[src/rtl/ecdsa_op_scheduler_if.sv]
// Requester-side handshake bundle for ecdsa_op_scheduler: one sign port and one verify port.
interface ecdsa_op_scheduler_if #(
    parameter int unsigned KEY_SIZE = 64,
    parameter int unsigned WIDTH    = 32
);
    logic                s_req;
    logic [WIDTH-1:0]    s_hash;
    logic                s_ack;
    logic                s_done;
    logic [KEY_SIZE-1:0] s_r;
    logic [KEY_SIZE-1:0] s_s;
    logic                s_err;

    logic                v_req;
    logic [WIDTH-1:0]    v_hash;
    logic [KEY_SIZE-1:0] v_r;
    logic [KEY_SIZE-1:0] v_s;
    logic                v_ack;
    logic                v_done;
    logic                v_ok;
    logic                v_err;

    modport master (
        output s_req, s_hash, v_req, v_hash, v_r, v_s,
        input  s_ack, s_done, s_r, s_s, s_err, v_ack, v_done, v_ok, v_err
    );

    modport slave (
        input  s_req, s_hash, v_req, v_hash, v_r, v_s,
        output s_ack, s_done, s_r, s_s, s_err, v_ack, v_done, v_ok, v_err
    );
endinterface

[src/rtl/ecdsa_op_scheduler.sv]
// Front-end controller for ecdsa_combined: key setup after reset, round-robin arbitration of
// sign/verify requests, one core operation at a time with a per-operation timeout.
module ecdsa_op_scheduler #(
    parameter int unsigned KEY_SIZE       = 64,
    parameter int unsigned WIDTH          = 32,
    parameter int unsigned TIMEOUT_CYCLES = 4096
) (
    input  logic                clk,
    input  logic                rst,
    ecdsa_op_scheduler_if.slave req,
    output logic                key_ready,
    output logic                key_err,
    output logic                ecc_go,
    output logic                sign_go,
    output logic                verify_go,
    output logic [WIDTH-1:0]    hashedMessage,
    output logic [KEY_SIZE-1:0] verifying_r,
    output logic [KEY_SIZE-1:0] verifying_s,
    input  logic                ecc_done,
    input  logic                sign_done,
    input  logic                verify_done,
    input  logic                sign_ready,
    input  logic                verify_ready,
    input  logic                verified,
    input  logic                failure,
    input  logic                infiityPPubKey,
    input  logic [KEY_SIZE-1:0] r_sign,
    input  logic [KEY_SIZE-1:0] s_sign
);
    localparam int unsigned CW = (TIMEOUT_CYCLES > 2) ? $clog2(TIMEOUT_CYCLES) : 1;

    typedef enum logic [3:0] {
        StSetup, StKeyWait, StIdle, StSRun, StVWaitRdy, StVRun, StFailResp, StResp, StKeyFail
    } state_e;

    state_e          state_q;
    logic [CW-1:0]   cnt_q;
    logic            prio_v_q;
    logic            serve_v_q;
    logic            grant_s;
    logic            grant_v;
    logic            timeout;
    logic            unused_inputs;

    // The core's sign path needs no readiness handshake.
    assign unused_inputs = sign_ready;

    // prio_v_q set means verify wins a tie; it always points away from the side last served.
    assign grant_s = req.s_req && (!req.v_req || !prio_v_q);
    assign grant_v = req.v_req && (!req.s_req || prio_v_q);
    assign timeout = (cnt_q == CW'(TIMEOUT_CYCLES - 1));

    always_ff @(posedge clk or negedge rst) begin
        if (!rst) begin
            state_q       <= StSetup;
            cnt_q         <= '0;
            prio_v_q      <= 1'b0;
            serve_v_q     <= 1'b0;
            key_ready     <= 1'b0;
            key_err       <= 1'b0;
            ecc_go        <= 1'b0;
            sign_go       <= 1'b0;
            verify_go     <= 1'b0;
            hashedMessage <= '0;
            verifying_r   <= '0;
            verifying_s   <= '0;
            req.s_ack     <= 1'b0;
            req.s_done    <= 1'b0;
            req.s_r       <= '0;
            req.s_s       <= '0;
            req.s_err     <= 1'b0;
            req.v_ack     <= 1'b0;
            req.v_done    <= 1'b0;
            req.v_ok      <= 1'b0;
            req.v_err     <= 1'b0;
        end else begin
            req.s_ack  <= 1'b0;
            req.v_ack  <= 1'b0;
            req.s_done <= 1'b0;
            req.v_done <= 1'b0;
            unique case (state_q)
                StSetup: begin
                    ecc_go  <= 1'b1;
                    state_q <= StKeyWait;
                end
                StKeyWait: begin
                    if (ecc_done) begin
                        ecc_go <= 1'b0;
                        if (infiityPPubKey) begin
                            key_err <= 1'b1;
                            state_q <= StKeyFail;
                        end else begin
                            key_ready <= 1'b1;
                            state_q   <= StIdle;
                        end
                    end
                end
                StIdle, StKeyFail: begin
                    // Without a valid key the core is never started; requests fail immediately.
                    if (grant_s) begin
                        req.s_ack     <= 1'b1;
                        hashedMessage <= req.s_hash;
                        prio_v_q      <= 1'b1;
                        serve_v_q     <= 1'b0;
                        cnt_q         <= '0;
                        if (key_err) begin
                            state_q <= StFailResp;
                        end else begin
                            sign_go <= 1'b1;
                            state_q <= StSRun;
                        end
                    end else if (grant_v) begin
                        req.v_ack     <= 1'b1;
                        hashedMessage <= req.v_hash;
                        verifying_r   <= req.v_r;
                        verifying_s   <= req.v_s;
                        prio_v_q      <= 1'b0;
                        serve_v_q     <= 1'b1;
                        cnt_q         <= '0;
                        state_q       <= key_err ? StFailResp : StVWaitRdy;
                    end
                end
                StSRun: begin
                    if (sign_done) begin
                        sign_go    <= 1'b0;
                        req.s_r    <= r_sign;
                        req.s_s    <= s_sign;
                        req.s_err  <= failure;
                        req.s_done <= 1'b1;
                        state_q    <= StResp;
                    end else if (timeout) begin
                        sign_go    <= 1'b0;
                        req.s_r    <= '0;
                        req.s_s    <= '0;
                        req.s_err  <= 1'b1;
                        req.s_done <= 1'b1;
                        state_q    <= StResp;
                    end else begin
                        cnt_q <= cnt_q + CW'(1);
                    end
                end
                StVWaitRdy: begin
                    if (timeout) begin
                        req.v_ok   <= 1'b0;
                        req.v_err  <= 1'b1;
                        req.v_done <= 1'b1;
                        state_q    <= StResp;
                    end else begin
                        cnt_q <= cnt_q + CW'(1);
                        if (verify_ready) begin
                            verify_go <= 1'b1;
                            state_q   <= StVRun;
                        end
                    end
                end
                StVRun: begin
                    if (verify_done) begin
                        verify_go  <= 1'b0;
                        req.v_ok   <= verified;
                        req.v_err  <= 1'b0;
                        req.v_done <= 1'b1;
                        state_q    <= StResp;
                    end else if (timeout) begin
                        verify_go  <= 1'b0;
                        req.v_ok   <= 1'b0;
                        req.v_err  <= 1'b1;
                        req.v_done <= 1'b1;
                        state_q    <= StResp;
                    end else begin
                        cnt_q <= cnt_q + CW'(1);
                    end
                end
                StFailResp: begin
                    if (serve_v_q) begin
                        req.v_ok   <= 1'b0;
                        req.v_err  <= 1'b1;
                        req.v_done <= 1'b1;
                    end else begin
                        req.s_r    <= '0;
                        req.s_s    <= '0;
                        req.s_err  <= 1'b1;
                        req.s_done <= 1'b1;
                    end
                    state_q <= StResp;
                end
                StResp: begin
                    state_q <= key_err ? StKeyFail : StIdle;
                end
                default: begin
                    state_q <= StSetup;
                end
            endcase
        end
    end
endmodule

[src/flat_wrapper.sv]
// flat-port wrapper written by rule: the top's interface ports become plain ports
module ecdsa_op_scheduler_flat 
#(
    parameter int unsigned KEY_SIZE       = 64,
    parameter int unsigned WIDTH          = 32,
    parameter int unsigned TIMEOUT_CYCLES = 4096
)
  (clk, rst, key_ready, key_err, ecc_go, sign_go, verify_go, hashedMessage, verifying_r, verifying_s, ecc_done, sign_done, verify_done, sign_ready, verify_ready, verified, failure, infiityPPubKey, r_sign, s_sign, req_s_req, req_s_hash, req_v_req, req_v_hash, req_v_r, req_v_s, req_s_ack, req_s_done, req_s_r, req_s_s, req_s_err, req_v_ack, req_v_done, req_v_ok, req_v_err);
  ecdsa_op_scheduler_if #(.KEY_SIZE(KEY_SIZE), .WIDTH(WIDTH)) req_i ();
  input  logic clk;
  input  logic rst;
  output logic key_ready;
  output logic key_err;
  output logic ecc_go;
  output logic sign_go;
  output logic verify_go;
  output logic [WIDTH-1:0] hashedMessage;
  output logic [KEY_SIZE-1:0] verifying_r;
  output logic [KEY_SIZE-1:0] verifying_s;
  input  logic ecc_done;
  input  logic sign_done;
  input  logic verify_done;
  input  logic sign_ready;
  input  logic verify_ready;
  input  logic verified;
  input  logic failure;
  input  logic infiityPPubKey;
  input  logic [KEY_SIZE-1:0] r_sign;
  input  logic [KEY_SIZE-1:0] s_sign;
  input wire logic [$bits(req_i.s_req)-1:0] req_s_req;
  input wire logic [$bits(req_i.s_hash)-1:0] req_s_hash;
  input wire logic [$bits(req_i.v_req)-1:0] req_v_req;
  input wire logic [$bits(req_i.v_hash)-1:0] req_v_hash;
  input wire logic [$bits(req_i.v_r)-1:0] req_v_r;
  input wire logic [$bits(req_i.v_s)-1:0] req_v_s;
  output wire logic [$bits(req_i.s_ack)-1:0] req_s_ack;
  output wire logic [$bits(req_i.s_done)-1:0] req_s_done;
  output wire logic [$bits(req_i.s_r)-1:0] req_s_r;
  output wire logic [$bits(req_i.s_s)-1:0] req_s_s;
  output wire logic [$bits(req_i.s_err)-1:0] req_s_err;
  output wire logic [$bits(req_i.v_ack)-1:0] req_v_ack;
  output wire logic [$bits(req_i.v_done)-1:0] req_v_done;
  output wire logic [$bits(req_i.v_ok)-1:0] req_v_ok;
  output wire logic [$bits(req_i.v_err)-1:0] req_v_err;
  assign req_i.s_req = req_s_req;
  assign req_i.s_hash = req_s_hash;
  assign req_i.v_req = req_v_req;
  assign req_i.v_hash = req_v_hash;
  assign req_i.v_r = req_v_r;
  assign req_i.v_s = req_v_s;
  assign req_s_ack = req_i.s_ack;
  assign req_s_done = req_i.s_done;
  assign req_s_r = req_i.s_r;
  assign req_s_s = req_i.s_s;
  assign req_s_err = req_i.s_err;
  assign req_v_ack = req_i.v_ack;
  assign req_v_done = req_i.v_done;
  assign req_v_ok = req_i.v_ok;
  assign req_v_err = req_i.v_err;
  ecdsa_op_scheduler #(.KEY_SIZE(KEY_SIZE), .WIDTH(WIDTH), .TIMEOUT_CYCLES(TIMEOUT_CYCLES)) u_core (.clk(clk), .rst(rst), .req(req_i), .key_ready(key_ready), .key_err(key_err), .ecc_go(ecc_go), .sign_go(sign_go), .verify_go(verify_go), .hashedMessage(hashedMessage), .verifying_r(verifying_r), .verifying_s(verifying_s), .ecc_done(ecc_done), .sign_done(sign_done), .verify_done(verify_done), .sign_ready(sign_ready), .verify_ready(verify_ready), .verified(verified), .failure(failure), .infiityPPubKey(infiityPPubKey), .r_sign(r_sign), .s_sign(s_sign));
endmodule
[config.mk]
export PLATFORM = sky130hd
export DESIGN_NAME = ecdsa_op_scheduler_flat
export DESIGN_NICKNAME = d
export VERILOG_FILES = /design/src/rtl/ecdsa_op_scheduler_if.sv /design/src/rtl/ecdsa_op_scheduler.sv /design/src/flat_wrapper.sv
export SDC_FILE = /design/constraint.sdc
export NUM_CORES = 1
export LEC_CHECK = 0
export BUFFER_PORTS_ARGS = -buffer_cell sky130_fd_sc_hd__buf_2
export CAP_MARGIN = 10
export CORE_AREA = 3 3 244 246
export DETAILED_ROUTE_END_ITERATION = 6
export DIE_AREA = 0 0 247 249
export PLACE_DENSITY = 0.54
export SLEW_MARGIN = 20
export SYNTH_ARGS = -nofsm -noshare
export SYNTH_HDL_FRONTEND = slang
export SYNTH_SLANG_ARGS = --single-unit
export TNS_END_PERCENT = 100
[constraint.sdc]
create_clock -name clk -period 3.3 [get_ports clk]
set_input_delay 0.495 -clock clk [delete_from_list [all_inputs] [get_ports clk]]
set_output_delay 0.495 -clock clk [all_outputs]
set_load 0.01 [all_outputs]
==> reports/results.ini <==
[run_status]
status = finished, final reports clean

[cts]
insertion_delay_ns = 0.54
clk_pin_slew_ns = 0.06
htreeDepth = 2
clock_path_buffers = 3
cts.repair.resized = 0
cts-root-buf = clkbuf_16
cts_tree = built
cts-buffers-inserted = 38
clock_sinks = 318

[cells_and_area]
layout-drive-gt1-share = 0.360
fin_cells = 2837
fillers = 6093
nets = 2373
area_growth_syn_to_layout_pct = 42.0
seq_area_sq_um = 7960
multiInputGateArea_sq_um = 4660

[worst_setup_path]
start_kind = register
r2r_cells = 7
criticalPathCategory = register to register
cpPeakStageDelay_ns = 0.54
critPathCaptureType = register
timing.rr.start = u_core.cnt_q[4]
cp_data_required_time_ns = 3.78
critPathSlowestCell = o21a_4
cp.arrival_ns = 3.06
crit_chain = nand4_1, nor3_1, buf_4, o21a_4, buf_12, nand3_1, nand2_1
critPathMaxFanout = 48
r2r_end = u_core.req.s_r[5]
r2r_setup_slack_ns = 0.72

[global_route]
grt_usage = 0.156
gr-max-usage-layer = met2
met1_usage = 0.171
antenna_found_initial = 10
met2_usage = 0.267
grt_pass1_wl_microns = 74400
grt_max_degree = 131
grt_pass1_vias = 12500
overflow = 0
grt_use_met3 = 0.0555

[floorplanning]
die_w_microns = 247
rows = 88
die_area_sq_um = 61500
initial_core_util = 0.226
coreArea_sq_um = 57600
chipHeight_microns = 249
io_pins = 632

[timing]
fin_crit_ns = 2.58
final-hold-violation-count = 0
setup_viol = 0
fin_tns_setup_ns = 0
hold_ws_ns = 0.137
maxSlewHeadroom = 0.336
fin_worst_skew_ns = 0.0246
tightest_slew_ns = 0.996
finalMaxSlewViolations = 0
fmax_ghz = 0.388
min_period_over_period = 0.782
rsz0062_at_grt = false

[place]
gp_congestion = 0.898
dp_cells = 2764
dp_hpwl_microns = 37500
io_buffers = 630

[job]
maxCapViolations = 0

[detailed_routing]
drt-total-wl_microns = 50000
vias_per_cell = 4.38
drtIter0Drc = 472
antenna_left = 0
firstDrtPassIters = 4
vias = 12400
wl_per_cell_microns = 17.6
drc = 0

[pwr]
power.leakage_uw = 0.0105
finalPower_uw = 17200
power_density_nw_per_um2 = 929
peakVddDrop_mv = 0.462

[synthesis]
synthTopCellsByCount = nand2_1 (578), dfrtp_1 (318), nand3_1 (263)
yosys.area_share.adder = 0.000961
yosys_warnings = 0
synth_flop_cell = dfrtp_1
netlist.top_cell.by_area = dfrtp_1
synth_fp_nets = 1768
yosys.area_share.simple = 0.293
async_flop_share = 1.00
synth_xor_area_frac = 0.00134
avgSynthCellArea_sq_um = 9.08
synth.top_cells.by_area = dfrtp_1 (61%), nand2_1 (17%), nand3_1 (10%)
synth_edf_count = 0
ys_ff_latch = 318
synthDistinctLibCells = 53
ys_seq_area_frac = 0.611
syn-cell-area_sq_um = 13000
muxShareOfSynthArea = 0.0155
synth_compound_area_frac = 0.0438
synth_top_area_share = 0.611
synth_cells = 1435
synth_top_family_by_area = simple AND/OR/NAND/NOR gates
yosysMostFrequentCell = nand2_1

[hold_path]
holdPathStages = 3
min_to = u_core.verifying_s[26]
hold_start = req_v_s[26]
hold_path_class = input port to register

==> report_power, final <==
part	switching, uW	leakage (uW)	internal [uW]	total, uW
clock	1700	0.000623	2530	4240
sequential	991	0.00412	5670	6660
combinational	3850	0.00574	2430	6280
==> layer usage <==
layer / wire length (microns) / vias up
li1: - / 5941
met4: 2480 / 12
met5: 84 / -
met1: 18500 / 5877
met2: 24200 / 485
met3: 4680 / 103
==> cell type report <==
class                      count  area share
clock buffer                  49      0.0581
antenna                        4    0.000541
inverter                       9     0.00196
tap                          765      0.0518
sequential                   318       0.430
multi-input combinational   1005       0.252
clock inverter                19     0.00981
timing repair buffer         668       0.195
==> stage by stage <==
| stage | worst slack [ns] | area [sq um] | util |
|---|---|---|---|
| global placement | 0.768 | 17200 | 0.299 |
| CTS | 0.714 | 18500 | 0.321 |
| detailed placement | 0.750 | 17200 | 0.299 |
| floorplan | 1.29 | 13000 | - |
| global route | 0.427 | 18500 | 0.321 |
| finish | 0.720 | 18500 | 0.321 |
==> worst max path at each step <==
stage / from / slack [ns] / depth (start not counted) / to
6_report: u_core.cnt_q[4] / 0.72 / 7 / u_core.req.s_r[5]
5_1_grt: u_core.cnt_q[4] / 0.43 / 7 / u_core.req.s_r[5]
4_1_cts: u_core.cnt_q[4] / 0.71 / 7 / u_core.req.s_r[5]
3_5_place_dp: u_core.cnt_q[4] / 0.75 / 7 / u_core.req.s_r[5]
3_3_place_gp: u_core.cnt_q[4] / 0.77 / 7 / u_core.req.s_r[5]
2_1_floorplan: u_core.state_q[3] / 1.29 / 6 / u_core.cnt_q[11]
==> layout by cell type (no fill, tap or decap), drive strengths merged, types with 2 or more instances in the layout <==
cell type and count:
o21ai 36, clkinvlp 3, nor4 2, clkinv 12, diode 4, o21a 4, or4 2, a22oi 15
nand3b 2, a21oi 11, nand3 263, nand4b 2, and3b 2, nand4 3, o31ai 3, nand2 578
nor3b 2, and4b 2, bufinv 3, buf 667, and3 2, or3 7, o41ai 2, inv 10
nor3 3, nor2 12, clkbuf 49, nand2b 5, or2 2, a31oi 2, a21boi 3, o22ai 2
o22a 2, dfrtp 318, mux2i 19, a21o 3
==> critical path, delay by kind of cell (launching register included) <==
family	cells	cell delay [ns]
AOI/OAI and AO/OA	1	0.54
and+or+nand+nor	4	0.94
buffers and inverters	2	0.53
DFF	1	0.42
==> logic make-up after synthesis <==
family,count (synthesis)
adder cells (fa/ha/maj),1
AO/OA/AOI/OAI,90
buffers and inverters,112
multiplexers,20
XOR/XNOR,2
AND/OR/NAND/NOR,892
flip-flops,318
==> registers in the layout (all words and copies together), names as in the netlist, 4 cells and up <==
name                  cells
u_core.state_q            4
u_core.verifying_r       64
u_core.hashedMessage     32
u_core.verifying_s       64
u_core.req.s_r           64
u_core.req.s_s           64
u_core.cnt_q             12
==> what timing repair did <==
item,CTS,global route
setup buffers,0,0
hold buffers,1,0
hold endpoints to repair,43,0
Note: power is estimated with default switching activity, not from simulation.
